$ cat config.mk
export PLATFORM = sky130hd
export DESIGN_NAME = arch_phase_seq
export DESIGN_NICKNAME = d
export VERILOG_FILES = /design/src/rtl/arch_pkg.sv /design/src/rtl/phase_timer.sv /design/src/rtl/arch_phase_seq.sv
export SDC_FILE = /design/constraint.sdc
export NUM_CORES = 1
export LEC_CHECK = 0
export ABC_AREA = 1
export BUFFER_PORTS_ARGS = -buffer_cell sky130_fd_sc_hd__buf_2
export CORE_MARGIN = 2
export CORE_UTILIZATION = 45
export DETAILED_ROUTE_END_ITERATION = 8
export GPL_ROUTABILITY_DRIVEN = 0
export PLACE_DENSITY = 0.65
export SLEW_MARGIN = 25
export SYNTH_ARGS = -nofsm -noshare
export SYNTH_HDL_FRONTEND = slang
export SYNTH_SLANG_ARGS = --single-unit
export TNS_END_PERCENT = 5
$ cat constraint.sdc
create_clock -name clk -period 4.5 [get_ports clk]
set_input_delay 0.225 -clock clk [delete_from_list [all_inputs] [get_ports clk]]
set_output_delay 0.225 -clock clk [all_outputs]
set_load 0.1 [all_outputs]
$ cat src/rtl/arch_pkg.sv
// Shared types for the layer phase sequencer: controller states and index-width helper.
package arch_pkg;

    typedef enum logic [2:0] {
        IDLE,
        FWD,
        BWD,
        GAP,
        DONE
    } state_t;

    // Layer index width, never narrower than one bit so LAYERS=1 still has an index.
    function automatic int layer_idx_w(input int layers);
        return (layers > 1) ? $clog2(layers) : 1;
    endfunction

endpackage

$ cat src/rtl/phase_timer.sv
// Loadable down-counter that times one layer phase; expire flags the last cycle of the phase.
module phase_timer #(
    parameter int CNT_W = 8
) (
    input  logic             clk,
    input  logic             rst_n,
    input  logic             load,
    input  logic [CNT_W-1:0] load_val,
    output logic [CNT_W-1:0] value,
    output logic             expire
);

    logic [CNT_W-1:0] value_reg;

    always_ff @(posedge clk or negedge rst_n) begin
        if (!rst_n) begin
            value_reg <= '0;
        end else if (load) begin
            value_reg <= load_val;
        end else if (value_reg != '0) begin
            value_reg <= value_reg - 1'b1;
        end
    end

    assign value  = value_reg;
    assign expire = (value_reg == CNT_W'(1));

endmodule

$ cat src/rtl/arch_phase_seq.sv
// Forward/backward phase sequencer over LAYERS layers for training and validation runs.
// Define ARCH_PHASE_GAP_EN to insert a one-cycle settle gap between consecutive phases.
module arch_phase_seq
    import arch_pkg::*;
#(
    parameter int LAYERS  = 2,
    parameter int FP_CYC  = 4,
    parameter int BP_CYC  = 4,
    parameter int CNT_W   = 8,
    parameter int EPOCH_W = 8
) (
    input  logic               clk,
    input  logic               rst_n,
    input  logic               tr,
    input  logic               vl,
    input  logic [EPOCH_W-1:0] epochs,
    output logic [LAYERS-1:0]  fp,
    output logic [LAYERS-1:0]  bp,
    output logic               busy,
    output logic               done,
    output logic [EPOCH_W-1:0] epoch_cnt,
    output logic               val_mode
);

    localparam int               LAYER_IDX_W = layer_idx_w(LAYERS);
    localparam logic [LAYER_IDX_W-1:0] LAST_IDX = LAYER_IDX_W'(LAYERS - 1);
    localparam logic [CNT_W-1:0] FP_LD = CNT_W'(FP_CYC);
    localparam logic [CNT_W-1:0] BP_LD = CNT_W'(BP_CYC);

    state_t                   state_reg, state_next;
    logic [LAYER_IDX_W-1:0]   idx_reg, idx_next;
    logic [EPOCH_W-1:0]       epochs_reg, epochs_next;
    logic [EPOCH_W-1:0]       epoch_cnt_reg, epoch_cnt_next;
    logic [EPOCH_W-1:0]       epoch_inc;
    logic                     val_mode_reg, val_mode_next;
    logic [LAYERS-1:0]        fp_reg, fp_next, bp_reg, bp_next;
    logic                     busy_reg, busy_next, done_reg, done_next;
`ifdef ARCH_PHASE_GAP_EN
    state_t                   tgt_reg, tgt_next;
`endif

    logic                     adv;
    state_t                   adv_state;
    logic [LAYER_IDX_W-1:0]   adv_idx;
    logic                     tmr_load;
    logic [CNT_W-1:0]         tmr_val;
    logic [CNT_W-1:0]         tmr_value;
    logic                     tmr_expire;
    logic                     unused_tmr;

    phase_timer #(.CNT_W(CNT_W)) u_timer (
        .clk      (clk),
        .rst_n    (rst_n),
        .load     (tmr_load),
        .load_val (tmr_val),
        .value    (tmr_value),
        .expire   (tmr_expire)
    );

    assign unused_tmr = ^tmr_value;
    assign epoch_inc  = epoch_cnt_reg + 1'b1;

    always_comb begin
        state_next     = state_reg;
        idx_next       = idx_reg;
        epochs_next    = epochs_reg;
        epoch_cnt_next = epoch_cnt_reg;
        val_mode_next  = val_mode_reg;
        tmr_load       = 1'b0;
        tmr_val        = FP_LD;
        adv            = 1'b0;
        adv_state      = IDLE;
        adv_idx        = idx_reg;
`ifdef ARCH_PHASE_GAP_EN
        tgt_next       = tgt_reg;
`endif
        case (state_reg)
            IDLE: begin
                if (tr) begin
                    epochs_next    = epochs;
                    epoch_cnt_next = '0;
                    val_mode_next  = 1'b0;
                    idx_next       = '0;
                    if (epochs == '0) begin
                        state_next = DONE;
                    end else begin
                        state_next = FWD;
                        tmr_load   = 1'b1;
                    end
                end else if (vl) begin
                    epoch_cnt_next = '0;
                    val_mode_next  = 1'b1;
                    idx_next       = '0;
                    state_next     = FWD;
                    tmr_load       = 1'b1;
                end
            end
            FWD: begin
                if (tmr_expire) begin
                    adv = 1'b1;
                    if (idx_reg == LAST_IDX) begin
                        adv_state = val_mode_reg ? DONE : BWD;
                    end else begin
                        adv_state = FWD;
                        adv_idx   = idx_reg + 1'b1;
                    end
                end
            end
            BWD: begin
                if (tmr_expire) begin
                    adv = 1'b1;
                    if (idx_reg == '0) begin
                        epoch_cnt_next = epoch_inc;
                        adv_state      = (epoch_inc == epochs_reg) ? DONE : FWD;
                        adv_idx        = '0;
                    end else begin
                        adv_state = BWD;
                        adv_idx   = idx_reg - 1'b1;
                    end
                end
            end
`ifdef ARCH_PHASE_GAP_EN
            GAP: begin
                state_next = tgt_reg;
                tmr_load   = 1'b1;
                tmr_val    = (tgt_reg == BWD) ? BP_LD : FP_LD;
            end
`endif
            DONE:    state_next = IDLE;
            default: state_next = IDLE;
        endcase

        // Phase hand-off: the final phase of a run always goes straight to DONE.
        if (adv) begin
            idx_next = adv_idx;
            if (adv_state == DONE) begin
                state_next = DONE;
            end else begin
`ifdef ARCH_PHASE_GAP_EN
                state_next = GAP;
                tgt_next   = adv_state;
`else
                state_next = adv_state;
                tmr_load   = 1'b1;
                tmr_val    = (adv_state == BWD) ? BP_LD : FP_LD;
`endif
            end
        end

        fp_next   = (state_next == FWD) ? (LAYERS'(1) << idx_next) : '0;
        bp_next   = (state_next == BWD) ? (LAYERS'(1) << idx_next) : '0;
        busy_next = (state_next == FWD) || (state_next == BWD) || (state_next == GAP);
        done_next = (state_next == DONE);
    end

    always_ff @(posedge clk or negedge rst_n) begin
        if (!rst_n) begin
            state_reg     <= IDLE;
            idx_reg       <= '0;
            epochs_reg    <= '0;
            epoch_cnt_reg <= '0;
            val_mode_reg  <= 1'b0;
            fp_reg        <= '0;
            bp_reg        <= '0;
            busy_reg      <= 1'b0;
            done_reg      <= 1'b0;
`ifdef ARCH_PHASE_GAP_EN
            tgt_reg       <= IDLE;
`endif
        end else begin
            state_reg     <= state_next;
            idx_reg       <= idx_next;
            epochs_reg    <= epochs_next;
            epoch_cnt_reg <= epoch_cnt_next;
            val_mode_reg  <= val_mode_next;
            fp_reg        <= fp_next;
            bp_reg        <= bp_next;
            busy_reg      <= busy_next;
            done_reg      <= done_next;
`ifdef ARCH_PHASE_GAP_EN
            tgt_reg       <= tgt_next;
`endif
        end
    end

    assign fp        = fp_reg;
    assign bp        = bp_reg;
    assign busy      = busy_reg;
    assign done      = done_reg;
    assign epoch_cnt = epoch_cnt_reg;
    assign val_mode  = val_mode_reg;

endmodule

-- Word level (Yosys, flattened, before mapping)
Index checks and enable logic that the tools add are counted.
- register bits: 35
- bits of input ports: 12
- output and inout port bits: 15
- word-level logic and storage cells: 80
- $add $sub $neg: 4
- equal/unequal tests: 12
- shift-type cells: 1
- muxes and demuxes: 41
- reductions and logical operators: 12
- operator list (kind ; count):
    $mux W8 ; 6
    $mux W3 ; 11
    $mux W1 ; 18
    $pmux W8 S2 ; 1
    $pmux W3 S2 ; 2
    $eq A3 B2 Y1 const B ; 3
    $add A8 B1 Y8 const B ; 1
    $eq A8 B1 Y1 const B ; 1
    $eq A8 B8 Y1 ; 1
    $logic_not A8 Y1 ; 1
    $reduce_bool A8 Y1 ; 1
    $sub A8 B1 Y8 const B ; 1
    $eq A3 B1 Y1 const B ; 2
    $eq A3 B3 Y1 const B ; 2
    $reduce_bool A2 Y1 ; 3
    $mux W2 ; 2
    $ne A2 B2 Y1 const B ; 2
    $reduce_and A2 Y1 ; 2
    $reduce_and A4 Y1 ; 1
    $logic_not A3 Y1 ; 1
    $ne A3 B3 Y1 const B ; 1
    $logic_or A1 B1 Y1 ; 2
    $pmux W1 S2 ; 1
    $reduce_or A2 Y1 ; 1
    3 further kinds ; 3

-- Depth between registers and ports, before layout
Gate-level depths: netlist of the first run.
- depth in word-level cells: 12
- mapped depth: 14

-- Hierarchy
From an unflattened synthesis of the first run, not the netlist that was laid out.
- cell total of the unflattened synthesis: 269
- area total of the unflattened synthesis: 2084.5 sq um
- modules (own cells, without submodules) (module ; times used ; cells each ; area each (sq um)):
    arch_phase_seq ; 1 ; 189 ; 1461.4
    phase_timer ; 1 ; 80 ; 623.1

-- Worst setup path before layout of the first run
OpenSTA, ideal clock, no wires.
- path type: reg-to-reg
- start: register epoch_cnt_reg[0] (netlist: epoch_cnt[0])
- end: register busy_reg (netlist: busy)
- setup time: 0.117 ns
- data arrival time: 2.320 ns
- data required time: 4.383 ns
- path slack: 2.063 ns
- stages on the path, launching flop included: 13
- path buffers: 0
- path through: dfrtp_1 -> ha_1 -> nand2_2 -> nor2_2 -> nand3_1 -> nand3_1 -> nand3_2 -> nor2_4 -> nand2_1 -> nand2_1 -> nand3_2 -> nand2_4 -> nand2_2
- cells in the longest elaborated chain, start to end: 12
- elaborated cells between the ends (all ways): 14
- RTL lines (element ; line ; RTL):
    start: declaration ; arch_phase_seq.sv:33 ; logic [EPOCH_W-1:0] epoch_cnt_reg, epoch_cnt_next;
    start signal: assignment ; arch_phase_seq.sv:174 ; epoch_cnt_reg <= epoch_cnt_next;
    $add A8 B1 Y8 (*) ; arch_phase_seq.sv:61 ; assign epoch_inc = epoch_cnt_reg + 1'b1;
    $eq A8 B8 Y1 (*) ; arch_phase_seq.sv:114 ; adv_state = (epoch_inc == epochs_reg) ? DONE : FWD;
    $mux W3 (*) ; arch_phase_seq.sv:114 ;
    $mux W3 (*) ; arch_phase_seq.sv:112 ; if (idx_reg == '0) begin
    $mux W3 (*) ; arch_phase_seq.sv:110 ; if (tmr_expire) begin
    $pmux W3 S2 (*) ; arch_phase_seq.sv:77 ; case (state_reg)
    $eq A3 B3 Y1 ; arch_phase_seq.sv:136 ; if (adv_state == DONE) begin
    $mux W3 (*) ; arch_phase_seq.sv:136 ;
    $mux W3 (*) ; arch_phase_seq.sv:134 ; if (adv) begin
    $eq A3 B1 Y1 or $eq A3 B2 Y1 (tied branches) ; arch_phase_seq.sv:152 ; busy_next = (state_next == FWD) || (state_next == BWD) || (state_next == GAP);
    $logic_or A1 B1 Y1 ; arch_phase_seq.sv:152 ;
    $logic_or A1 B1 Y1 (*) ; arch_phase_seq.sv:152 ;
    net busy_next ; arch_phase_seq.sv:37 ; logic busy_reg, busy_next, done_reg, done_next;
    end signal: assignment ; arch_phase_seq.sv:178 ; busy_reg <= busy_next;
    end: declaration ; arch_phase_seq.sv:37 ;
Mark *: on every way through the listed nets, which the timed path passes. The rest lies on a longest branch.
A chain may end at the register's enable or synchronous reset.

-- Worst setup path in the final report of the first run
- start: register u_timer.value_reg[5] (netlist: u_timer.value[5])
- end: register epoch_cnt_reg[6] (netlist: epoch_cnt[6])
- cells in the longest elaborated chain, start to end: 3
- RTL lines (element ; line ; RTL):
    start: declaration ; phase_timer.sv:13 ; logic [CNT_W-1:0] value_reg;
    start signal: assignment ; phase_timer.sv:19 ; value_reg <= load_val;
    start signal: assignment ; phase_timer.sv:21 ; value_reg <= value_reg - 1'b1;
    $eq A8 B1 Y1 ; phase_timer.sv:26 ; assign expire = (value_reg == CNT_W'(1));
    $ne A2 B2 Y1 (no source line) ; n/a ;
    $reduce_and A4 Y1 (no source line) ; n/a ;
No other way between the ends.

==> results of run 1 <==
==> power by group <==
group / internal [mW] / switching, mW / total (mW)
Sequential: 0.406 / 0.0598 / 0.465
Clock: 0.108 / 0.105 / 0.213
Combinational: 0.157 / 0.365 / 0.522
==> stage by stage <==
step / total power, mW / hold slack (ns) / area (sq um) / setup WS (ns)
after floorplan: 0.897 / -0.0706 / 1930 / 2.06
after global placement: 0.989 / 0.351 / 2120 / 2.42
after detailed placement: 0.996 / 0.351 / 2120 / 2.29
after CTS: 1.21 / 0.0487 / 2200 / 2.26
after global routing: 1.31 / 0.0843 / 2200 / 1.96
final: 1.20 / 0.0206 / 2200 / 2.25
==> final cells by class <==
class / instances / area, sq um
multi-input cells: 162 / 881
repair buffers: 26 / 130
clock buffers: 7 / 76.3
well taps: 50 / 62.6
flip-flops and latches: 35 / 876
fillers: 396 / 1850
inverters: 46 / 173
clock inverters: 1 / 5.00
==> Yosys cell counts (2+ instances only) <==
master / n / area, sq um
nand2_1: 55 / 206
inv_1: 43 / 161
dfrtp_1: 35 / 876
nand3_1: 22 / 110
nor2_1: 17 / 63.8
o21ai_0: 14 / 70.1
nor2_2: 7 / 43.8
o22ai_1: 6 / 37.5
nand2_2: 5 / 31.3
nand3_2: 5 / 50.1
a21oi_1: 3 / 15.0
ha_1: 3 / 37.5
inv_2: 3 / 11.3
nand3b_1: 3 / 22.5
nor3_1: 3 / 15.0
nand3_4: 2 / 35.0
nor2_4: 2 / 22.5
o21ai_2: 2 / 17.5
xnor2_1: 2 / 17.5
xor2_1: 2 / 17.5
==> worst max-delay path, stage by stage, from the launching register on <==
cell     delay, ns
dfrtp_1       0.41
nor2_1        0.14
nand2_1       0.08
inv_1         0.07
nand3_1       0.09
inv_1         0.11
nand2_2       0.09
a21oi_1       0.63
nand2_1       0.33
o22ai_1       0.20
==> kinds of logic (layout without fill, tap and decap cells) <==
family          Yosys count  after routing  synth area share, %
simple gates            125            125                 32.8
flops                    35             35                 45.3
compound gates           30             30                 8.99
buf+inv                  47             80                 9.18
fa+ha+maj                 3              3                 1.94
xor+xnor                  4              4                 1.81
==> path summary, 6_finish.rpt <==
check | from | to | slack, ns | depth (start not counted)
hold / removal | rst_n | epochs_reg[0]$_DFFE_PN0P_ | 0.02 | 1
setup reg to reg | u_timer.value[5]$_DFFE_PN0P_ | epoch_cnt[6]$_DFFE_PN0P_ | 2.25 | 9
setup / recovery | u_timer.value[5]$_DFFE_PN0P_ | epoch_cnt[6]$_DFFE_PN0P_ | 2.25 | 9
hold reg to reg | epochs_reg[2]$_DFFE_PN0P_ | epochs_reg[2]$_DFFE_PN0P_ | 0.50 | 2
min in group clk | epochs[3] | epochs_reg[3]$_DFFE_PN0P_ | 0.17 | 3
max in group asynchronous | rst_n | val_mode$_DFFE_PN0P_ | 3.98 | 1
==> layer usage <==
metal	part of all wire (%)	up-vias
met5	0	-
met4	0.89	0
met3	3.4	4
met2	48	30
met1	48	754
li1	-	835
==> flow_metrics.tcl, run 1 <==
set metrics [dict create \
    rsz0062_at_grt "false" \
    avgRoutedWirePerCell_um 11.7 \
    routed_wl_mm 3.82 \
    row_count 23 \
    insertion_delay_ns 0.28 \
    layout_commonest_cell "nand2_1" \
    grt_max_degree 36 \
    io-pin-count 27 \
    hold_path.class "in -> async" \
    die-area_sq_um 4840 \
    post-route-period-util_pct 49.9 \
    cts_htree_levels 2 \
    cts_resized 0 \
    yosysWarnings 0 \
    core_area_sq_um 4060 \
    antenna_found_initial 0 \
    dpl.cell_count 319 \
    maxCapViolCount 0 \
    gr-usage-met2_pct 28.5 \
    antenna_cells 0 \
    final_util_pct 54.3 \
    synthToLayoutAreaGrowth_pct 13.9 \
    num_vias 1623 \
    endpoint_kind "flop" \
    start_kind "flop" \
    clock-sinks 35 \
    cp.required_ns 4.69 \
    dpl.hpwl_mm 2.85 \
    vdd_drop_max_uv 289 \
    ys_types 30 \
    grt_pass1_vias 1585 \
    initial_utilization_pct 47.7 \
    power.leakage_nw 1.17 \
    final_cells 327 \
    cts-root-buf "clkbuf_8" \
    crit_type "reg -> reg" \
    max_freq_mhz 445 \
    grtUsageTotal_pct 17.5 \
    setup_viol 0 \
    syn-num-nets 259 \
    worst_slew_pin_slew_ns 0.786 \
    final_layout_size_suffix_gt1_share_pct 22.0 \
    met1_usage_pct 23.7 \
    cts_tree "done" \
    dr.pass1.iters 4 \
    crit_arrival_ns 2.44 \
    antenna_left 0 \
    io_buffer_count 26 \
    gr-total-overflow 0 \
    final_nets 291 \
    die_h_um 69.6 \
    cts_setup_buffers 0 \
    synth_edf_count 0 \
    cts_hold_buf 0 \
    viasPerCell 4.96 \
    hold_viol_final 0 \
    synth_seq_cells 35 \
    relSlewSlack_pct 47.6 \
    die_x_um 69.6 \
    pwr_density_cell_nw_per_um2 545 \
    drc 0 \
    yosysSeqAreaShare_pct 45.3 \
    async_flop_share_pct 100 \
    ctsLongestPathBuffers 2 \
    final_cell_mix "nand2_1, inv_1, dfrtp_1, buf_2, nand3_1" \
    finalMaxSlewViolations 0 \
    avgSynthCellArea_sq_um 7.93 \
    fin_skew_ns 0.00490 \
    cts_buffers 5 \
    top_usage_layer "met2" \
    finalWorstPathRequiredPeriod_ns 2.25 \
    grtUsageMet3_pct 3.63 \
    tns_ns 0 \
    synth_cells 244 \
    ys_dominant_reg_cell "dfrtp_1" \
    drt_iter0_markers 80 \
    clkTransAtPathRegs_ns 0.07 \
    syn-cell-area_sq_um 1930 \
    status "finished, final reports clean" \
    grt_pass1_wl_mm 6.89 \
    crit_fanout 11 \
]
No activity file was read; power rests on OpenSTA's default activity.
==> inputs of run 2 (changes only) <==
- ABC_AREA: 1 -> 0
- PLACE_DENSITY: 0.65 -> not set
- clock period: 4.5 -> 2.3 ns (I/O delays scaled with it)
==> run 2 against run 1 <==
Clock power increased by 130%. Largest cell class unchanged. Hold slack improved by 0.057 ns. Sequential share of layout area decreased by 1.4 points. Design area increased by 5.2%. Count of clock-buffer cells in the layout increased by 1. Setup slack got worse by 2.1 ns.
==> flow_metrics.tcl, run 2 <==
set metrics [dict create \
    maxCapViolCount 0 \
    dpl.cell_count 271 \
    async_flop_share_pct 100 \
    final_nets 244 \
    die_h_um 70.0 \
    synth_seq_cells 35 \
    avgRoutedWirePerCell_um 15.5 \
    routed_wl_mm 4.34 \
    avgSynthCellArea_sq_um 10.2 \
    layout_commonest_cell "dfrtp_1" \
    hold_viol_final 0 \
    setup_ws_ns 0.107 \
    cts_htree_levels 2 \
    drc 0 \
    clock-sinks 35 \
    grtUsageTotal_pct 20.0 \
    synth_cells 193 \
    row_count 23 \
    slowest_delay_ns 0.51 \
    synthToLayoutAreaGrowth_pct 18.3 \
    syn-num-nets 208 \
    synth_top_area_share_pct 44.7 \
    crit_fanout 6 \
    final_cell_mix "dfrtp_1, buf_2, nand2_1, nor2_1, o21ai_0" \
    gr-total-overflow 0 \
    status "finished, final reports clean" \
    ctsLongestPathBuffers 2 \
    vdd_drop_max_uv 729 \
    crit_type "reg -> reg" \
    max_freq_mhz 456 \
    finalMaxSlewViolations 0 \
    tns_ns 0 \
    initial_utilization_pct 47.9 \
    grt_max_degree 36 \
    hold_path.class "in -> reg" \
    drt_iter0_markers 100 \
    die-area_sq_um 4900 \
    synth_edf_count 0 \
    yosys.area.top_type "dfrtp_1" \
    pwr_density_cell_nw_per_um2 1170 \
    register_area_sq_um 890 \
    ys_dominant_reg_cell "dfrtp_1" \
    power.leakage_nw 1.05 \
    dr.pass1.iters 4 \
    cts_buffers 5 \
    ys_types 56 \
    setup_viol 0 \
    endpoint_kind "flop" \
    core_area_sq_um 4090 \
    antenna_left 0 \
    cts_tree "done" \
    grt_pass1_vias 1639 \
    multi_input_area_sq_um 1040 \
    insertion_delay_ns 0.29 \
    syn-cell-area_sq_um 1960 \
    io-pin-count 27 \
    antenna_cells 0 \
    cp_cell_sequence "ha_1 > o2bb2ai_1 > a311o_1 > a221oi_2 > a31oi_1 > or3_1" \
    final_layout_size_suffix_gt1_share_pct 30.9 \
    clkTransAtPathRegs_ns 0.07 \
    finalWorstPathRequiredPeriod_ns 2.19 \
    synth.top_cells.by_count "dfrtp_1, nand2_1, nor2_1" \
    yosys-top-cells-area "dfrtp_1, mux2_2, xnor2_1" \
    yosysWarnings 0 \
    crit_arrival_ns 2.35 \
    fin_skew_ns 0.0114 \
    io_buffer_count 26 \
    rsz0062_at_grt "false" \
    final_cells 280 \
    num-fill-cells 386 \
    post-route-period-util_pct 95.3 \
    die_x_um 70.0 \
    dp_slack_ns 0.130 \
    antenna_found_initial 0 \
    cp.required_ns 2.46 \
    crit_path_top_delay_cell "dfrtp_4" \
    grt_pass1_wl_mm 7.85 \
    num_vias 1607 \
    worst_slew_pin_slew_ns 0.768 \
    cts-root-buf "clkbuf_8" \
    dpl.hpwl_mm 3.31 \
    yosysSeqAreaShare_pct 44.7 \
    viasPerCell 5.74 \
    relSlewSlack_pct 48.8 \
    yosys.cell_count.top_type "dfrtp_1" \
    start_kind "flop" \
]
==> run 2: layer usage <==
metal / up-vias / global-route usage [%] / wire, um
met5: - / 0 / 0
met4: 0 / 6.41 / 50
met3: 8 / 4.62 / 194
met2: 37 / 30.5 / 2000
met1: 785 / 28.2 / 2100
li1: 777 / - / -
==> run 2: cells by family (layout without fill, tap and decap cells) <==
kind of cell | after synthesis | after routing | synth area share, %
and+or+nand+nor | 76 | 76 | 22.9
adders and majority gates | 3 | 3 | 1.92
buffers and inverters | 12 | 49 | 2.36
AOI/OAI and AO/OA | 42 | 42 | 15.7
DFF | 35 | 35 | 44.7
xor gates and xnor gates | 16 | 16 | 7.15
muxes | 9 | 9 | 5.30
==> run 2: through the flow <==
step | cell area, sq um | util [%] | total power [mW] | hold slack [ns]
floorplan | 1970 | - | 1.91 | -0.181
global placement | 2200 | 53.9 | 2.19 | 0.227
detailed placement | 2200 | 53.9 | 2.23 | 0.250
CTS | 2310 | 56.6 | 2.72 | 0.0693
global route | 2320 | 56.7 | 2.92 | 0.0678
finish | 2320 | 56.7 | 2.71 | 0.0774
==> run 2: path summary, 6_finish.rpt <==
kind / startpoint / to / slack (ns) / depth (start not counted)
setup / recovery: epoch_cnt[1]$_DFFE_PN0P_ / busy$_DFF_PN0_ / 0.11 / 6
hold / removal: epochs[5] / epochs_reg[5]$_DFFE_PN0P_ / 0.08 / 2
setup reg to reg: epoch_cnt[1]$_DFFE_PN0P_ / busy$_DFF_PN0_ / 0.11 / 6
hold reg to reg: epoch_cnt[4]$_DFFE_PN0P_ / epoch_cnt[4]$_DFFE_PN0P_ / 0.53 / 1
max in group asynchronous: rst_n / epoch_cnt[1]$_DFFE_PN0P_ / 1.30 / 2
min in group asynchronous: rst_n / epoch_cnt[2]$_DFFE_PN0P_ / 0.43 / 2
==> run 2: cell type report <==
type | count | share of cell area, %
Multi-Input combinational cell | 146 | 45.0
Sequential cell | 35 | 38.4
Tap cell | 50 | 2.70
Timing Repair Buffer | 35 | 8.64
Clock buffer | 8 | 4.32
Inverter | 6 | 0.972
==> run 2: timing repair <==
action | CTS | global route
hold buffers | 1 | 0
endpoints found under the setup margin | 0 | 3
hold endpoints to repair | 35 | 0
gates resized for setup | 0 | 1
setup buffers | 0 | 0
==> run 2: power breakdown <==
group	internal (mW)	switching, mW
Clock	0.273	0.213
Combinational	0.516	0.724
Sequential	0.799	0.186
Total	1.59	1.12
==> run 2: worst max-delay path, delay by kind of cell, from the launching register on <==
kind            cells  cell delay [ns]
compound gates      4             1.02
fa+ha+maj           1             0.21
simple gates        1             0.32
flops               1             0.51
==> inputs of run 3 (changes only) <==
- CORE_UTILIZATION: 45 -> 35
==> run 3 against run 2 <==
Core utilization decreased by 13 points. Clock skew decreased by 0.0059 ns. Sequential cell count unchanged. Via count decreased by 3.4%. Sequential power increased by 0.5%. Fmax increased by 1.5%. Critical path depth unchanged. Die area increased by 27%. Combinational power about the same. Critical endpoint is now u_timer.value[5]$_DFFE_PN0P_. Largest cell class unchanged.
==> flow_metrics.tcl, run 3 (synthesized netlist as in run 2, its figures left out) <==
set metrics [dict create \
    crit_type "reg -> reg" \
    start_kind "flop" \
    grt_max_degree 36 \
    core_area_sq_um 5470 \
    max_freq_mhz 463 \
    status "finished, final reports clean" \
    crit_arrival_ns 2.33 \
    gr-total-overflow 0 \
    antenna_left 0 \
    viasPerCell 5.12 \
    hold_path.startpoint "epochs[2]" \
    cts-root-buf "clkbuf_8" \
    hold_viol_final 0 \
    cp_cell_sequence "inv_1 > ha_1 > or3b_2 > or4_4 > a31o_4 > and3_1" \
    drt_iter0_markers 123 \
    worstReg2RegEnd "u_timer.value[5]$_DFFE_PN0P_" \
    min_path_cells 2 \
    avgRoutedWirePerCell_um 14.2 \
    final_nets 245 \
    setup_viol 0 \
    fin_skew_ns 0.00554 \
    io-pin-count 27 \
    crit_path_top_delay_cell "or4_4" \
    endpoint_kind "flop" \
    cts_htree_levels 2 \
    pwr_density_cell_nw_per_um2 1180 \
    grt_pass1_wl_mm 7.25 \
    hold-worst-slack_ns 0.0708 \
    vdd_drop_max_uv 373 \
    whs_endpoint "epochs_reg[2]$_DFFE_PN0P_" \
    cp.depth 6 \
    antenna_found_initial 0 \
    power_mw 2.78 \
    reg2reg_slack_ns 0.14 \
    die-area_sq_um 6210 \
    maxCapViolCount 0 \
    final_cell_mix "dfrtp_1, buf_2, nand2_1, nor2_1, o21ai_0" \
    insertion_delay_ns 0.28 \
    grtUsageTotal_pct 15.0 \
    die_x_um 78.8 \
    cts_buffers 5 \
    ctsLongestPathBuffers 2 \
    cp.required_ns 2.47 \
    cts_tree "done" \
    initial_utilization_pct 35.8 \
    dr.pass1.iters 4 \
    hold_path.class "in -> reg" \
    tns_ns 0 \
    cts_resized 0 \
    post-route-period-util_pct 94.0 \
    synthToLayoutAreaGrowth_pct 20.7 \
    layout_commonest_cell "dfrtp_1" \
    finalWorstPathRequiredPeriod_ns 2.16 \
    worstRegToRegCells 6 \
    crit_fanout 7 \
    row_count 27 \
    die_h_um 78.8 \
    rsz0062_at_grt "false" \
    worst_slew_pin_slew_ns 0.769 \
    slowest_delay_ns 0.52 \
    num-fill-cells 544 \
    final_layout_size_suffix_gt1_share_pct 31.2 \
    power.leakage_nw 1.06 \
    clock-sinks 35 \
    timing.rr.start "u_timer.value[1]$_DFFE_PN0P_" \
    relSlewSlack_pct 48.7 \
    io_buffer_count 26 \
    critPathTopFamily "simple AND/OR/NAND/NOR gates" \
    dpl.hpwl_mm 3.25 \
    grt_pass1_vias 1444 \
    antenna_cells 0 \
    num_vias 1552 \
    finalMaxSlewViolations 0 \
    drc 0 \
    clkTransAtPathRegs_ns 0.07 \
    cp_num_buf_inv 1 \
    routed_wl_mm 4.29 \
]
## run 3: cell type report
class                      count  area (sq um)  share of cell area, %
clock buffer                   6          82.6                   3.49
multi-input combinational    146          1040                   43.9
sequential                    35           890                   37.6
tap                           72          90.1                   3.81
timing repair buffer          36           208                   8.78
clock inverter                 2          35.0                   1.48
inverter                       6          22.5                  0.952
## run 3: report_power, final
part / total, mW / internal (mW) / switching, mW / leakage, nW
Combinational: 1.23 / 0.523 / 0.705 / 0.572
Sequential: 0.990 / 0.799 / 0.191 / 0.431
Clock: 0.563 / 0.350 / 0.212 / 0.0612
Total: 2.78 / 1.67 / 1.11 / 1.06
## run 3: routing by layer
metal	part of all wire [%]	track usage, %	vias up
met1	51	21.4	735
met4	1.8	5.69	0
met3	2.8	2.61	7
met5	0	0	-
li1	-	-	786
met2	44	22.9	24
## run 3: what timing repair did
item | CTS | global route
setup buffers | 0 | 0
endpoints found under the hold margin | 35 | 0
hold buffers | 1 | 0
## run 3: worst reg2reg max path: stages (launching register included)
cell     delay, ns
dfrtp_1       0.39
inv_1         0.10
ha_1          0.16
or3b_2        0.47
or4_4         0.52
a31o_4        0.26
and3_1        0.16
## run 3: through the flow
step                      cell area, sq um  cells  utilization, %  worst slack [ns]
after global placement                2240    294            40.9             0.201
after floorplan                       1970    193               -           0.00580
after CTS                             2360    303            43.2             0.146
after global routing                  2360    303            43.2            0.0377
final                                 2360    303            43.2             0.139
after detailed placement              2240    294            40.9             0.161
## run 3: how the worst max path moves through the flow
stage | start | to | slack [ns]
after floorplan | epoch_cnt[6]$_DFFE_PN0P_ | busy$_DFF_PN0_ | 0.006
after global placement | epoch_cnt[0]$_DFFE_PN0P_ | u_timer.value[2]$_DFFE_PN0P_ | 0.20
after detailed placement | u_timer.value[1]$_DFFE_PN0P_ | u_timer.value[7]$_DFFE_PN0P_ | 0.16
after CTS | u_timer.value[1]$_DFFE_PN0P_ | u_timer.value[5]$_DFFE_PN0P_ | 0.15
after global routing | epoch_cnt[0]$_DFFE_PN0P_ | busy$_DFF_PN0_ | 0.04
final | u_timer.value[1]$_DFFE_PN0P_ | u_timer.value[5]$_DFFE_PN0P_ | 0.14
